[src/rtl/prg_loader.sv]
// prg_loader: UART-driven program loader for the CDECv programmer port.
// Decodes W/R/D commands from the rx byte stream, runs timed accesses on
// prg_clock/prg_we/prg_MA/prg_WD and returns response bytes over tx.
module prg_loader #(
  parameter int SETUP_CYCLES   = 2,
  parameter int PULSE_CYCLES   = 4,
  parameter int TIMEOUT_CYCLES = 50_000_000
) (
  input  logic       clock,
  input  logic       n_reset,
  input  logic       rx_valid,
  input  logic [7:0] rx_data,
  output logic [7:0] tx_data,
  output logic       tx_valid,
  input  logic       tx_ready,
  output logic       prg_clock,
  output logic       prg_we,
  output logic [7:0] prg_MA,
  output logic [7:0] prg_WD,
  input  logic [7:0] prg_RD,
  output logic       busy,
  output logic [1:0] error
);

  localparam int PMAX = (SETUP_CYCLES > PULSE_CYCLES) ? SETUP_CYCLES : PULSE_CYCLES;
  localparam int PW   = $clog2(PMAX + 1);
  localparam int TW   = $clog2(TIMEOUT_CYCLES + 1);

  localparam logic [PW-1:0] SETUP_LAST = PW'(SETUP_CYCLES - 1);
  localparam logic [PW-1:0] PULSE_LAST = PW'(PULSE_CYCLES - 1);
  localparam logic [TW-1:0] TO_LAST    = TW'(TIMEOUT_CYCLES - 1);

  typedef enum logic [2:0] {
    S_IDLE, S_GET_ADDR, S_GET_DATA, S_GET_COUNT,
    S_SETUP, S_PULSE_HI, S_PULSE_LO, S_SEND
  } state_t;

  typedef enum logic [1:0] {C_W, C_R, C_D, C_BAD} cmd_t;

  state_t        state;
  cmd_t          cmd;
  logic [7:0]    addr;
  logic [8:0]    remain;   // bytes left in a dump, 1..256
  logic [PW-1:0] tmr;      // phase timer for SETUP / PULSE_HI / PULSE_LO
  logic [TW-1:0] to_cnt;   // inter-byte idle counter while collecting a command

  logic in_get, in_acc, to_hit;

  assign in_get = (state == S_GET_ADDR) || (state == S_GET_DATA) || (state == S_GET_COUNT);
  assign in_acc = (state == S_SETUP) || (state == S_PULSE_HI) ||
                  (state == S_PULSE_LO) || (state == S_SEND);
  // Abort happens on the edge where the idle count would reach TIMEOUT_CYCLES
  assign to_hit = !rx_valid && (to_cnt == TO_LAST);
  assign busy   = (state != S_IDLE);

  // Command FSM with registered programmer-port and tx outputs
  always_ff @(posedge clock or negedge n_reset) begin
    if (!n_reset) begin
      state     <= S_IDLE;
      cmd       <= C_W;
      addr      <= '0;
      remain    <= '0;
      tmr       <= '0;
      to_cnt    <= '0;
      tx_data   <= '0;
      tx_valid  <= 1'b0;
      prg_clock <= 1'b0;
      prg_we    <= 1'b0;
      prg_MA    <= '0;
      prg_WD    <= '0;
      error     <= '0;
    end else begin
      to_cnt <= (in_get && !rx_valid && !to_hit) ? to_cnt + 1'b1 : '0;
      // Bytes arriving mid-operation are dropped; the access carries on
      if (rx_valid && in_acc) error[0] <= 1'b1;

      case (state)
        S_IDLE: begin
          if (rx_valid) begin
            case (rx_data)
              8'h57: begin cmd <= C_W; state <= S_GET_ADDR; end
              8'h52: begin cmd <= C_R; state <= S_GET_ADDR; end
              8'h44: begin cmd <= C_D; state <= S_GET_ADDR; end
              default: begin
                cmd      <= C_BAD;
                tx_data  <= 8'h3F;
                tx_valid <= 1'b1;
                state    <= S_SEND;
              end
            endcase
          end
        end

        S_GET_ADDR: begin
          if (rx_valid) begin
            addr <= rx_data;
            case (cmd)
              C_W:     state <= S_GET_DATA;
              C_D:     state <= S_GET_COUNT;
              default: begin
                prg_MA <= rx_data;
                tmr    <= '0;
                state  <= S_SETUP;
              end
            endcase
          end else if (to_hit) begin
            error[1] <= 1'b1;
            state    <= S_IDLE;
          end
        end

        S_GET_DATA: begin
          if (rx_valid) begin
            prg_MA <= addr;
            prg_WD <= rx_data;
            prg_we <= 1'b1;
            tmr    <= '0;
            state  <= S_SETUP;
          end else if (to_hit) begin
            error[1] <= 1'b1;
            state    <= S_IDLE;
          end
        end

        S_GET_COUNT: begin
          if (rx_valid) begin
            remain <= (rx_data == 8'h00) ? 9'd256 : {1'b0, rx_data};
            prg_MA <= addr;
            tmr    <= '0;
            state  <= S_SETUP;
          end else if (to_hit) begin
            error[1] <= 1'b1;
            state    <= S_IDLE;
          end
        end

        S_SETUP: begin
          if (tmr == SETUP_LAST) begin
            tmr       <= '0;
            prg_clock <= 1'b1;
            state     <= S_PULSE_HI;
          end else begin
            tmr <= tmr + 1'b1;
          end
        end

        S_PULSE_HI: begin
          if (tmr == PULSE_LAST) begin
            tmr       <= '0;
            prg_clock <= 1'b0;
            state     <= S_PULSE_LO;
          end else begin
            tmr <= tmr + 1'b1;
          end
        end

        S_PULSE_LO: begin
          if (tmr == PULSE_LAST) begin
            tmr      <= '0;
            prg_we   <= 1'b0;
            tx_data  <= (cmd == C_W) ? 8'h2B : prg_RD;
            tx_valid <= 1'b1;
            state    <= S_SEND;
          end else begin
            tmr <= tmr + 1'b1;
          end
        end

        S_SEND: begin
          if (tx_ready) begin
            tx_valid <= 1'b0;
            if (cmd == C_D) begin
              remain <= remain - 1'b1;
              addr   <= addr + 8'd1;
            end
            if (cmd == C_D && remain != 9'd1) begin
              prg_MA <= addr + 8'd1;
              tmr    <= '0;
              state  <= S_SETUP;
            end else begin
              state <= S_IDLE;
            end
          end
        end

        default: state <= S_IDLE;
      endcase
    end
  end

endmodule

[config.mk]
export PLATFORM = sky130hd
export DESIGN_NAME = prg_loader
export DESIGN_NICKNAME = d
export VERILOG_FILES = /design/src/rtl/prg_loader.sv
export SDC_FILE = /design/constraint.sdc
export NUM_CORES = 1
export LEC_CHECK = 0
export ABC_AREA = 1
export BUFFER_PORTS_ARGS = -buffer_cell sky130_fd_sc_hd__buf_2
export CORE_UTILIZATION = 35
export CTS_CLUSTER_DIAMETER = 100
export CTS_CLUSTER_SIZE = 20
export DETAILED_ROUTE_END_ITERATION = 8
export HOLD_SLACK_MARGIN = 0.12
export MAX_ROUTING_LAYER = met4
export PLACE_DENSITY = 0.51
export SLEW_MARGIN = 20
export SYNTH_ARGS = -nofsm -noshare
export SYNTH_HDL_FRONTEND = slang
export SYNTH_SLANG_ARGS = --single-unit
[constraint.sdc]
create_clock -name clock -period 4.95 [get_ports clock]
set_input_delay 0.495 -clock clock [delete_from_list [all_inputs] [get_ports clock]]
set_output_delay 0.495 -clock clock [all_outputs]
set_load 0.01 [all_outputs]
**Yosys cells after proc, flatten, opt, wreduce, memory -nomap -nowiden**

Index checks and enable logic that the tools add are counted.
Widths: inputs -> output; s select.

- Flip-flop bits (word level): 80
- Bits of input ports: 20
- Output and inout port bits: 30
- Word-level logic and storage cells: 140

- Add/subtract/negate cells: 4
- Equality and inequality tests: 28
- Multiplexer cells: 52
- Bitwise operators: 1
- Reductions and logical operators: 41

Operators with widths:

| operator | number |
|---|---|
| $mux 8 | 12 |
| $mux 3 | 17 |
| $mux 9 | 4 |
| $pmux 8 s2 | 2 |
| $add 26x1->26 const B | 1 |
| $eq 26x26->1 const B | 1 |
| $mux 26 | 1 |
| $eq 8x7->1 const B | 3 |
| $pmux 8 s3 | 1 |
| $pmux 3 s7 | 1 |
| $pmux 9 s2 | 1 |
| $pmux 3 s5 | 1 |
| $ne 2x2->1 const B | 7 |
| $eq 3x3->1 const B | 4 |
| $ne 2x1->1 const B | 6 |
| $reduce_and 4->1 | 3 |
| $reduce_and 6->1 | 2 |
| $reduce_and 5->1 | 2 |
| $reduce_bool 2->1 | 5 |
| $eq 3x2->1 const B | 3 |
| $ne 9x1->1 const B | 1 |
| $reduce_and 3->1 | 3 |
| $reduce_bool 3->1 | 3 |
| $sub 9x1->9 const B | 1 |
| other kinds (20) | 41 |

**Depth between registers and ports, before layout**

- Depth in word-level cells: 6
- Mapped depth: 11
- Gate-level depth less buffers: 11

**Least setup slack after synthesis**

No wires, ideal clock.

- Path type: register -> register
- From: register to_cnt[0]
- To: register to_cnt[21]
- Library setup time: 0.119 ns
- Data arrival time: 1.457 ns
- Data required time: 4.831 ns
- Slack: 3.374 ns
- Cell stages (with the launch flop): 10
- Path buffers: 1
- Period minus slack after synthesis: 1.576 ns
- Cell sequence: dfrtp_1 ha_1 nand3_1 inv_1 nand2_1 nor2_1 nand2_1 nand2_1 buf_4 nor2_1

- Cells in the longest elaborated chain, start to end: 5
- Elaborated cells on any way between the ends: 6
- Those cells by class: add/sub (1); eq/ne (1); mux (1); reduce/logical (3)

RTL lines:

| element | RTL line | source |
|---|---|---|
| from (decl) | 45 | `logic [TW-1:0] to_cnt;` |
| from (signal assigned) | 73 | `to_cnt <= (in_get && !rx_valid && !to_hit) ? to_cnt + 1'b1 : '0;` |
| branches (longest 4 deep; another with $add 26x1->26) | n/a |  |
| $mux 26 * | 73 |  |

Every way passes the cells marked *.
A chain may end at the register's enable or synchronous reset.

**Final worst setup path**

- From: register to_cnt[0]
- To: register to_cnt[7]

Same word-level chain as after synthesis.

==> summary.md <==
| Metric | Value |
|---|---|
| Effective utilization at floorplan | `35.8%` |
| Post-Route Utilization | `41.6%` |
| Number of warnings issued by yosys | `0` |
| # port buffers | `between 40 and 50` |
| Antenna cell count | `0` |
| Via count of the first global-routing pass | `approximately 3800` |
| Tightest hold margin | `about 400 ps` |
| Most common cell after layout, fill and taps aside | `nand2_1` |
| # Max-Cap Violations | `0` |
| Chip Height | `116 µm` |
| Largest net degree at the start of global routing | `61` |
| Count of antenna-violating nets left after detailed routing | `0` |
| Power per standard cell area | `558 nW/µm²` |
| Instance area after placement | `between 4000 and 5000 µm²` |
| CTS Buf Count | `9` |
| Global-route wire length before repair | `19.1 mm` |
| Post-layout power | `just under 3 mW` |
| Clock slew seen by the registers of the worst setup and hold paths | `60 ps` |
| Mean Syn Cell Area | `7.18 µm²` |
| Leakage component of the power | `approximately 2.6 nW` |
| Area grow syn2layout | `16.0%` |
| Top flip-flop cell by instance count after synthesis | `dfrtp_1` |
| Die area | `13400 µm²` |
| Most frequent cells in the layout | `nand2_1, nor2_1, dfrtp_1, inv_1, buf_2` |
| Setup_tns | `0 ps` |
| Kind of critical path | `reg2reg` |
| Maximum fanout along the worst path | `25` |
| Root buffer cell | `clkbuf_16` |
| Net total in the final layout | `710` |
| Post-synth cell types | `33` |
| RSZ-0062 raised after global routing | `no` |
| Minimum clock period after layout | `2170 ps` |
| Layout Skew | `7.04 ps` |
| Path type of the worst min-delay path | `in2reg` |
| # clock sinks | `80` |
| Final cell area excluding filler cells | `around 5200 µm²` |
| Per-cell routed wire length | `13.4 µm` |
| Final hold violations | `0` |
| Maximum VDD drop | `0.209 mV` |
| Total via count in the routed design | `4084` |
| Wire length after detailed routing | `11.5 mm` |
| Maximum level of the CTS H-tree | `3` |
| Standard-cell row count | `41` |
| Number of instances in the synthesized netlist | `630` |
| Post-CTS Resized | `0` |
| Final setup violation count | `0` |
| Worst-case headroom to the max-slew limit | `45.6%` |
| Remaining routing DRC violations | `0` |
| Chip Width | `116 µm` |
| Clock latency on the worst-skew pair | `340 ps` |
| Timing endpoint of the critical path | `to_cnt[7]` |
| Peak Freq | `~0.46 GHz` |
| CP arrival | `2410 ps` |
| Reg2Reg Capture Point | `to_cnt[7]` |
| Required time reported for the critical path endpoint | `5190 ps` |
| Via-to-Cell Ratio | `around 4.8` |
| Final setup slack of the worst path | `~2800 ps` |
| Number of buffers on the longest clock path | `2` |
| Nature of the critical path endpoint | `flop` |
| Setup bufs post-CTS | `0` |
| Clock tree from TritonCTS | `built` |
| Final number of max-transition violations | `0` |
| Reg2reg setup slack | `2780 ps` |
| Fin crit share | `43.9%` |
| Global route overflow | `0` |
| Filler Cell Count | `1356` |
| Pre-Repair DR Iteration Count | `4` |
| Core area | `12600 µm²` |
| Worst reg2reg path startpoint | `to_cnt[0]` |
| Overall routing resource usage | `19.3%` |
| Placer congestion estimate | `0.888` |
| Cell Count Post-Placement | `842` |
| Worst slack, placed | `2730 ps` |
| Worst R2R Path Depth | `8` |
| Antenna violations before repair | `0` |
| Number of placed I/O pins | `50` |
| Number of non-filler instances in the completed layout | `859` |
| Transition at the pin with the smallest max-transition slack | `814 ps` |
| Crit path launch type | `flop` |
| Post-synthesis sequential area ratio | `44.3%` |
| Outcome | `finished clean` |
| Iteration-0 DRC Markers | `between 200 and 300` |
| Worst setup path startpoint | `to_cnt[0]` |
| Proportion of register bits with asynchronous set or reset after synthesis | `100%` |
| Syn Std Cell Area | `4520 µm²` |
| Seq cells post-synth | `80` |
| Layout cell share with drive strength beyond 1 | `~11%` |
| Syn_nets | `658` |
| Post-DP HPWL | `8.68 mm` |
| EDFF count, synth | `0` |
## logic make-up after synthesis
kind of cell / count (synthesis) / synth area share (%)
adders and majority gates: 8 / 2.21
buffers and inverters: 87 / 7.83
AOI/OAI and AO/OA: 80 / 9.74
DFF: 80 / 44.3
muxes: 1 / 0.249
and+or+nand+nor: 357 / 32.4
xor gates and xnor gates: 17 / 3.29
## worst min path at each step
stage                   start          to  slack (ps)  depth (start not counted)
floorplan             n_reset     addr[0]         200                          0
global placement      n_reset   prg_MA[3]         390                          1
detailed placement    n_reset   prg_MA[4]         400                          1
CTS                 prg_RD[7]  tx_data[7]         400                          3
global route        prg_RD[7]  tx_data[7]         400                          3
finish              prg_RD[7]  tx_data[7]         410                          3
## flip-flops by register name, summed over array words and instances, names as in the netlist, 2 cells and up
register and cells:
addr 8, cmd 2, error 2, prg_MA 8, prg_WD 8, remain 9, state 3, tmr 3
to_cnt 26, tx_data 8
## where the power goes
group | total [mW] | switching, mW | internal (mW)
clock network | 0.686 | 0.270 | 0.416
registers | 1.01 | 0.147 | 0.864
logic | 1.23 | 0.817 | 0.412
total | 2.93 | 1.23 | 1.69
## synthesized netlist by cell type (2+ instances only)
cell type | count | area (µm²)
a21oi_1 | 16 | 80.1
a22oi_1 | 2 | 15.0
a31oi_1 | 9 | 56.3
buf_2 | 4 | 20.0
buf_4 | 4 | 30.0
dfrtp_1 | 80 | 2000
ha_1 | 8 | 100
inv_1 | 72 | 270
inv_2 | 5 | 18.8
nand2_1 | 178 | 668
nand2_2 | 4 | 25.0
nand3_1 | 36 | 180
nand4_1 | 8 | 50.1
nor2_1 | 107 | 402
nor3_1 | 19 | 95.1
o211ai_1 | 2 | 15.0
o21ai_0 | 31 | 155
o21ai_1 | 11 | 55.1
o21bai_1 | 2 | 15.0
o22ai_1 | 4 | 25.0
xnor2_1 | 7 | 61.3
xor2_1 | 10 | 87.6
## what timing repair did
item,in CTS,in global routing
setup endpoints to repair,0,0
endpoints found under the hold margin,20,0
hold buffers,1,0
## routing by layer
metal  global-route usage (%)  vias to the layer above  wire (µm)
met1                     25.5                     1879       5620
li1                         -                     2124          -
met5                        -                        -          0
met2                     28.8                       70       5220
met3                     4.97                       11        510
met4                     6.07                        0        154
## final cells by class
class / count / area, µm² / share of cell area [%]
Multi-Input combinational cell: 463 / 2170 / 41.3
Tap cell: 172 / 215 / 4.10
Clock inverter: 5 / 55.1 / 1.05
Clock buffer: 11 / 253 / 4.82
Sequential cell: 80 / 2000 / 38.2
Inverter: 77 / 289 / 5.51
Timing Repair Buffer: 51 / 265 / 5.06
## critical path: stages, from the launching register on
cell     delay, ps
dfrtp_1        420
ha_1           240
nand3_1        170
inv_1          120
nand2_1         70
nor2_1          40
nand2_1        150
nand2_1        500
nor3b_1        350
Power figures use the tool's default switching activity.
